$ cat config.mk
export PLATFORM = sky130hd
export DESIGN_NAME = tlb_op_ctrl
export DESIGN_NICKNAME = d
export VERILOG_FILES = /design/src/rtl/tlb_op_ctrl_pkg.sv /design/src/rtl/tlb_op_ctrl_random_gen.sv /design/src/rtl/tlb_op_ctrl.sv
export SDC_FILE = /design/constraint.sdc
export NUM_CORES = 1
export LEC_CHECK = 0
export ABC_AREA = 1
export BUFFER_PORTS_ARGS = -buffer_cell sky130_fd_sc_hd__buf_2
export CAP_MARGIN = 10
export CORE_AREA = 2 2 230 232
export CTS_CLUSTER_DIAMETER = 30
export DETAILED_ROUTE_END_ITERATION = 12
export DIE_AREA = 0 0 232 234
export PLACE_DENSITY = 0.37
export SLEW_MARGIN = 20
export SYNTH_ARGS = -nofsm -noshare
export SYNTH_HDL_FRONTEND = slang
export SYNTH_SLANG_ARGS = --single-unit
$ cat constraint.sdc
create_clock -name clk -period 3.6 [get_ports clk]
set_clock_uncertainty 0.2 [all_clocks]
set_input_delay 0.36 -clock clk [delete_from_list [all_inputs] [get_ports clk]]
set_output_delay 0.36 -clock clk [all_outputs]
set_load 0.03 [all_outputs]
$ cat src/rtl/tlb_op_ctrl_pkg.sv
// Shared TLB types for the TLB maintenance sequencer and its Random/Wired generator.
// Sizes the index type for the largest supported TLB (64 entries); smaller TLBs zero-extend.
package tlb_op_ctrl_pkg;

    localparam int TLB_ENTRIES_DFLT = 16;
    localparam int TLB_INDEX_W      = 6;

    typedef logic [TLB_INDEX_W-1:0] tlb_index_t;

    typedef struct packed {
        logic [19:0] pfn;
        logic [2:0]  c;
        logic        d;
        logic        v;
    } tlb_lo_t;

    typedef struct packed {
        logic [18:0] vpn2;
        logic [7:0]  asid;
        logic        g;
        tlb_lo_t     lo0;
        tlb_lo_t     lo1;
    } tlb_entry_t;

    typedef enum logic [1:0] {
        TLBP  = 2'd0,
        TLBR  = 2'd1,
        TLBWI = 2'd2,
        TLBWR = 2'd3
    } tlb_op_t;

    // Keeps only the index bits meaningful for a TLB of 'entries' (a power of two).
    function automatic tlb_index_t tlb_index_trunc(input logic [31:0] idx, input int entries);
        return tlb_index_t'(idx & 32'(entries - 1));
    endfunction

endpackage

$ cat src/rtl/tlb_op_ctrl_random_gen.sv
// CP0 Random and Wired registers. With CPU_TLB_WIRED_EN defined, Wired is writable and bounds
// Random from below; otherwise Wired reads 0 and Random simply wraps from 0.
module tlb_random_gen
    import tlb_op_ctrl_pkg::*;
#(
    parameter int TLB_ENTRIES = TLB_ENTRIES_DFLT
) (
    input  logic                             clk,
    input  logic                             reset,
    input  logic                             wired_we,
    input  logic [31:0]                      wired_wdata,
    output logic [$clog2(TLB_ENTRIES)-1:0]   random_idx,
    output logic [$clog2(TLB_ENTRIES):0]     wired_val
);

    localparam int IW = $clog2(TLB_ENTRIES);
    localparam logic [IW-1:0] TOP = IW'(TLB_ENTRIES - 1);

    // Only the low bits of the write data are architecturally stored.
    logic unused_wdata;
    assign unused_wdata = ^{wired_we, wired_wdata};

`ifdef CPU_TLB_WIRED_EN
    logic [IW:0] lower;

    always_comb begin
        lower = (wired_val < (IW+1)'(TLB_ENTRIES)) ? wired_val : (IW+1)'(TLB_ENTRIES - 1);
    end

    always_ff @(posedge clk) begin
        if (reset) begin
            random_idx <= TOP;
            wired_val  <= '0;
        end else if (wired_we) begin
            wired_val  <= wired_wdata[IW:0];
            random_idx <= TOP;
        end else if ({1'b0, random_idx} <= lower) begin
            random_idx <= TOP;
        end else begin
            random_idx <= random_idx - IW'(1);
        end
    end
`else
    assign wired_val = '0;

    always_ff @(posedge clk) begin
        if (reset || (random_idx == '0)) begin
            random_idx <= TOP;
        end else begin
            random_idx <= random_idx - IW'(1);
        end
    end
`endif

endmodule

$ cat src/rtl/tlb_op_ctrl.sv
// Sequencer for TLBP/TLBR/TLBWI/TLBWR towards the mmu maintenance ports; every write is
// followed by an mmu_flush pulse. Wired behaviour depends on CPU_TLB_WIRED_EN (see tlb_random_gen).
module tlb_op_ctrl
    import tlb_op_ctrl_pkg::*;
#(
    parameter int TLB_ENTRIES = TLB_ENTRIES_DFLT
) (
    input  logic        clk,
    input  logic        reset,
    input  logic        op_valid,
    input  logic [1:0]  op_type,
    output logic        op_ready,
    input  logic [31:0] cp0_index,
    input  logic [31:0] cp0_entry_hi,
    input  tlb_entry_t  cp0_entry,
    input  logic        wired_we,
    input  logic [31:0] wired_wdata,
    output logic [31:0] random,
    output logic [31:0] wired,
    output tlb_index_t  tlbrw_index,
    output logic        tlbrw_we,
    output tlb_entry_t  tlbrw_wdata,
    input  tlb_entry_t  tlbrw_rdata,
    output logic [31:0] tlbp_entry_hi,
    input  logic [31:0] tlbp_index,
    output logic        done,
    output logic [1:0]  done_type,
    output logic [31:0] result_index,
    output tlb_entry_t  result_entry,
    output logic        mmu_flush
);

    localparam int IW = $clog2(TLB_ENTRIES);

    typedef enum logic [2:0] {
        S_IDLE, S_PROBE, S_READ, S_WRITE, S_FLUSH, S_DONE
    } state_t;

    state_t        state;
    tlb_op_t       op_q;
    logic [IW-1:0] random_idx;
    logic [IW:0]   wired_val;

    tlb_random_gen #(.TLB_ENTRIES(TLB_ENTRIES)) u_random_gen (
        .clk         (clk),
        .reset       (reset),
        .wired_we    (wired_we),
        .wired_wdata (wired_wdata),
        .random_idx  (random_idx),
        .wired_val   (wired_val)
    );

    assign random    = 32'(random_idx);
    assign wired     = 32'(wired_val);
    assign done_type = op_q;

    always_ff @(posedge clk) begin
        if (reset) begin
            state         <= S_IDLE;
            op_q          <= TLBP;
            op_ready      <= 1'b1;
            done          <= 1'b0;
            mmu_flush     <= 1'b0;
            tlbrw_we      <= 1'b0;
            tlbrw_index   <= '0;
            tlbrw_wdata   <= '0;
            tlbp_entry_hi <= '0;
            result_index  <= '0;
            result_entry  <= '0;
        end else begin
            tlbrw_we  <= 1'b0;
            mmu_flush <= 1'b0;
            done      <= 1'b0;
            unique case (state)
                S_IDLE: begin
                    if (op_valid) begin
                        op_q          <= tlb_op_t'(op_type);
                        tlbp_entry_hi <= cp0_entry_hi;
                        tlbrw_wdata   <= cp0_entry;
                        op_ready      <= 1'b0;
                        case (tlb_op_t'(op_type))
                            TLBP: state <= S_PROBE;
                            TLBR: begin
                                state       <= S_READ;
                                tlbrw_index <= tlb_index_trunc(cp0_index, TLB_ENTRIES);
                            end
                            TLBWI: begin
                                state       <= S_WRITE;
                                tlbrw_we    <= 1'b1;
                                tlbrw_index <= tlb_index_trunc(cp0_index, TLB_ENTRIES);
                            end
                            default: begin
                                // TLBWR target is frozen here; later Random steps do not move it.
                                state       <= S_WRITE;
                                tlbrw_we    <= 1'b1;
                                tlbrw_index <= tlb_index_t'(random_idx);
                            end
                        endcase
                    end
                end
                S_PROBE: begin
                    result_index <= tlbp_index;
                    done         <= 1'b1;
                    state        <= S_DONE;
                end
                S_READ: begin
                    result_entry <= tlbrw_rdata;
                    done         <= 1'b1;
                    state        <= S_DONE;
                end
                S_WRITE: begin
                    mmu_flush <= 1'b1;
                    state     <= S_FLUSH;
                end
                S_FLUSH: begin
                    done  <= 1'b1;
                    state <= S_DONE;
                end
                S_DONE: begin
                    op_ready <= 1'b1;
                    state    <= S_IDLE;
                end
                default: begin
                    op_ready <= 1'b1;
                    state    <= S_IDLE;
                end
            endcase
        end
    end

endmodule

Word level (Yosys, flattened, before mapping)
Index checks and enable logic that the tools add are counted.
- flip-flop bits (word level): 239
- input bits: 290
- output and inout bits: 296
- word-level logic and storage cells: 65
- $add $sub $neg: 1
- equal/unequal tests: 7
- multiplexer cells: 9
- bitwise operators: 4
- reductions and logical operators: 12
- operators with widths (kind ; count):
    $pmux W6 S2 ; 1
    $pmux W3 S3 ; 1
    $eq A3 B2 Y1 const B ; 2
    $reduce_or A3 Y1 ; 2
    $logic_not A4 Y1 ; 1
    $mux W1 ; 4
    $not A1 Y1 ; 4
    $pmux W2 S2 ; 1
    $reduce_and A2 Y1 ; 2
    $reduce_or A2 Y1 ; 2
    $reduce_or A4 Y1 ; 1
    $sub A4 B1 Y4 const B ; 1
    $eq A3 B1 Y1 const B ; 1
    $eq A3 B3 Y1 const B ; 1
    $logic_not A3 Y1 ; 1
    $mux W3 ; 1
    $reduce_and A3 Y1 ; 1
    $eq A2 B1 Y1 const B ; 1
    $eq A2 B2 Y1 const B ; 1
    $logic_not A2 Y1 ; 1
    $ne A2 B2 Y1 const B ; 1
    $pmux W1 S2 ; 1
    $logic_or A1 B1 Y1 ; 1

Logic depth before layout (Yosys ltp)
- depth in word-level cells: 4
- gate-level depth with buffers: 8
- gate-level depth less buffers: 7

By module
Synthesis repeated with hierarchy kept, for this count alone.
- cells, all modules: 1135
- area total of the unflattened synthesis: 8949.8 um^2
- by module, submodules not included (module ; times used ; cells an instance ; area each (um^2) ; seq. area each (um^2)):
    tlb_op_ctrl ; 1 ; 1109 ; 8748.4 ; 4664.5
    tlb_random_gen ; 1 ; 26 ; 201.4 ; 80.1

Least setup slack after synthesis
Ideal clock, no wire load.
- path kind: register -> register
- start: reg u_random_gen.random_idx[0]
- end: reg u_random_gen.random_idx[0]
- setup time: 127 ps
- data arrival time: 1156 ps
- data required time: 3273 ps
- slack: 2117 ps
- cell stages (with the launch flop): 7
- buffers on the path: 0
- clock period less this slack: 1483 ps
- cell sequence: dfxtp_1 > inv_1 > ha_1 > inv_1 > nor2_1 > a21oi_1 > nand2_1
- cells in the longest elaborated chain, start to end: 2
- elaborated cells between the ends (all ways): 3
- those cells by class: 1 x add/sub; 2 x reduce/logical
- RTL lines (item ; RTL line ; text):
    start: declaration ; tlb_op_ctrl_random_gen.sv:12 ; output logic [$clog2(TLB_ENTRIES)-1:0] random_idx,
    start signal: assignment ; tlb_op_ctrl_random_gen.sv:50 ; random_idx <= random_idx - IW'(1);
    parallel branches: the longest is 2 deep, another holds $sub A4 B1 Y4 ; - ;
Several ways; the timed one is not identified.
A chain may end at the register's enable or synchronous reset.

Worst setup path after layout
- start: reg state[0]
- end: reg result_entry[26] (netlist name)
- cells in the longest elaborated chain, start to end: 1
- RTL lines (item ; RTL line ; text):
    start: declaration ; tlb_op_ctrl.sv:39 ; state_t state;
    start signal: assignment ; tlb_op_ctrl.sv:59 ; state <= S_IDLE;
    start signal: assignment ; tlb_op_ctrl.sv:82 ; TLBP: state <= S_PROBE;
    start signal: assignment ; tlb_op_ctrl.sv:84 ; state <= S_READ;
    $eq A3 B2 Y1 ; tlb_op_ctrl.sv:74 ; unique case (state)
    end signal: assignment ; tlb_op_ctrl.sv:107 ; result_entry <= tlbrw_rdata;
    end: declaration ; tlb_op_ctrl.sv:29 ; output tlb_entry_t result_entry,
No other way between the ends.

==> metrics.cfg <==
[run_status]
run_status = complete, no violations

[clock_tree]
numCtsBuffers = 85
cts_buffer_depth = 3
clock_sinks = 237
cts_setup_buffers = 0
cts_tree = done
h-tree-depth = 3
clk-insertion-delay-late_ps = 570
clk_pin_slew_ps = 40
cts-root-buf = clkbuf_16

[final_layout]
drive_above_1_share_pct = 32.3
finish.instance_area_um2 = 16800
fill_cells = 5480
n_antenna_cell = 0
mostFrequentLayoutCells = buf_2 (460), dfxtp_1 (237), dlygate4sd3_1 (226)
utilization_pct = 32.3
fin_cells = 2584
nets = 2122
area_delta_synth_final_pct = 88.0
final_common_cell = buf_2

[placement]
port_buffers = 462
place_congestion = 0.769
placed_area_um2 = 11600
dpl.hpwl_mm = 23.5
dp_cells = 2202

[logic_synthesis]
ys_seq_area_share_pct = 53.0
synth_seq_cells = 237
synth.avg_cell_area_um2 = 7.93
ys_warn_count = 0
netlist_instances = 1129
yosysUniqueCellTypes = 18
syn-cell-area_um2 = 8950

[sta]
fin_crit_sh_pct = 65.1
max-slew-margin-rel_pct = 42.6
finalCriticalPeriod_ps = 2340
tns_ps = 0
setup_viol = 0
finalHoldViolations = 0
rsz0062_at_grt = no
drv_slew = 0
max_freq_mhz = 427
tightest_slew_ps = 861

[detailed_routing]
via_per_inst = 3.89
wl_per_cell_um = 14.0
first_iter_violations = 269
drc_errors = 0
routed_wl_mm = 36.2
vias = 10054
drt_first_pass_iters = 4
ant_nets = 0

[power_and_ir_drop]
vdd_drop_max_mv = 0.655
leakage_nw = 7.77
powerDensity_nw_per_um2 = 883
total_power_mw = 14.9

[global_route]
antenna_found_initial = 0
grt_max_degree = 120
gr-total-overflow = 0
grt_usage_pct = 12.7
grt_pass1_vias = 10153
grt_pass1_wl_mm = 54.5

[worst_setup_path]
end_kind = register
timing.setup.critical_path_class = reg -> reg
crit_fanout = 40
worstPathArrival_ps = 2650
required_ps = 3910
setup.worst_path.start_class = register

[worst_hold_path]
min_path_type = in -> reg

[die]
coreArea_um2 = 52000
start_util_pct = 17.2
die-area_um2 = 54300
rows = 84
num_io_pins = 586
chipWidth_um = 232
die_h_um = 234

[job]
drv_cap = 0

## routing by layer
layer | part of all wire [%] | vias up | wire length, um | GRT usage (%)
li1 | - | 5015 | - | -
met1 | 39 | 4544 | 14200 | 13.6
met2 | 47 | 413 | 16900 | 21.2
met3 | 11 | 82 | 3800 | 5.82
met5 | 0 | - | 0 | 0
met4 | 3.3 | 0 | 1190 | 6.39
## final timing paths
kind	start	endpoint	slack, ps	cells after the start
max	state[0]	result_entry[26]	1260	6
min	op_valid	state[0]	60	5
max reg2reg	state[0]	result_entry[26]	1260	6
min reg2reg	u_random_gen.random_idx[0]	u_random_gen.random_idx[0]	200	1
## critical path, stage by stage, from the launching register on
cell and delay (ps):
dfxtp_1 360, nor2_1 130, nand2_2 340, inv_2 730
buf_12 300, nor2_1 60, nor2_1 100
## layout make-up
class | count | area [um2] | share of cell area, %
clock inverter | 24 | 343 | 2.04
sequential | 237 | 4740 | 28.2
inverter | 46 | 173 | 1.03
clock buffer | 132 | 2590 | 15.4
timing repair buffer | 699 | 4710 | 28.0
tap | 688 | 861 | 5.12
multi-input combinational | 758 | 3410 | 20.2
## per-stage QoR
stage | setup WS [ps] | hold WS, ps
2_1_floorplan | 2120 | 307
3_3_place_gp | 1170 | 195
3_5_place_dp | 1160 | 193
4_1_cts | 1150 | 23.2
5_1_grt | 946 | 82.6
6_report | 1260 | 61.4
## Yosys cell counts
| library cell | n | area share [%] |
|---|---|---|
| inv_2 | 1 | 0.042 |
| xor2_1 | 1 | 0.098 |
| nand2_2 | 2 | 0.14 |
| nor2_1 | 167 | 7.0 |
| nand3_1 | 120 | 6.7 |
| buf_4 | 78 | 6.5 |
| a21oi_1 | 150 | 8.4 |
| nor3_1 | 2 | 0.11 |
| clkbuf_1 | 52 | 2.2 |
| inv_1 | 45 | 1.9 |
| dfxtp_1 | 237 | 53 |
| conb_1 | 1 | 0.042 |
| o21ai_0 | 115 | 6.4 |
| nor3_2 | 1 | 0.11 |
| nand2_1 | 133 | 5.6 |
| buf_2 | 18 | 1.0 |
| ha_1 | 5 | 0.70 |
| buf_1 | 1 | 0.042 |
## power by group
part,leakage [nW],total [mW],internal (mW),switching (mW)
clock,1.45,7.34,5.41,1.93
combinational,4.38,4.00,1.16,2.84
sequential,1.94,3.52,3.23,0.286
## flip-flops by register name, indices dropped and copies added (netlist names), 2 cells and up
| name | cells |
|---|---|
| tlbrw_index | 4 |
| tlbp_entry_hi | 32 |
| done_type | 2 |
| tlbrw_wdata | 78 |
| result_index | 32 |
| u_random_gen.random_idx | 4 |
| state | 3 |
| result_entry | 78 |
## cells by family (layout without fill, tap and decap cells)
kind of cell	Yosys count	after routing	synth area share (%)
AOI/OAI and AO/OA	265	265	14.8
DFF	237	237	53.0
other	1	62	0.0419
and+or+nand+nor	425	425	19.7
adders and majority gates	5	5	0.699
xor gates and xnor gates	1	1	0.0979
buffers and inverters	195	901	11.7
## repair_timing
| item | 4_1_cts | 5_1_grt |
|---|---|---|
| hold buffers | 226 | 0 |
| hold endpoints to repair | 227 | 0 |
| gates resized for setup | 0 | 0 |
(Power assumes the default switching activity.)
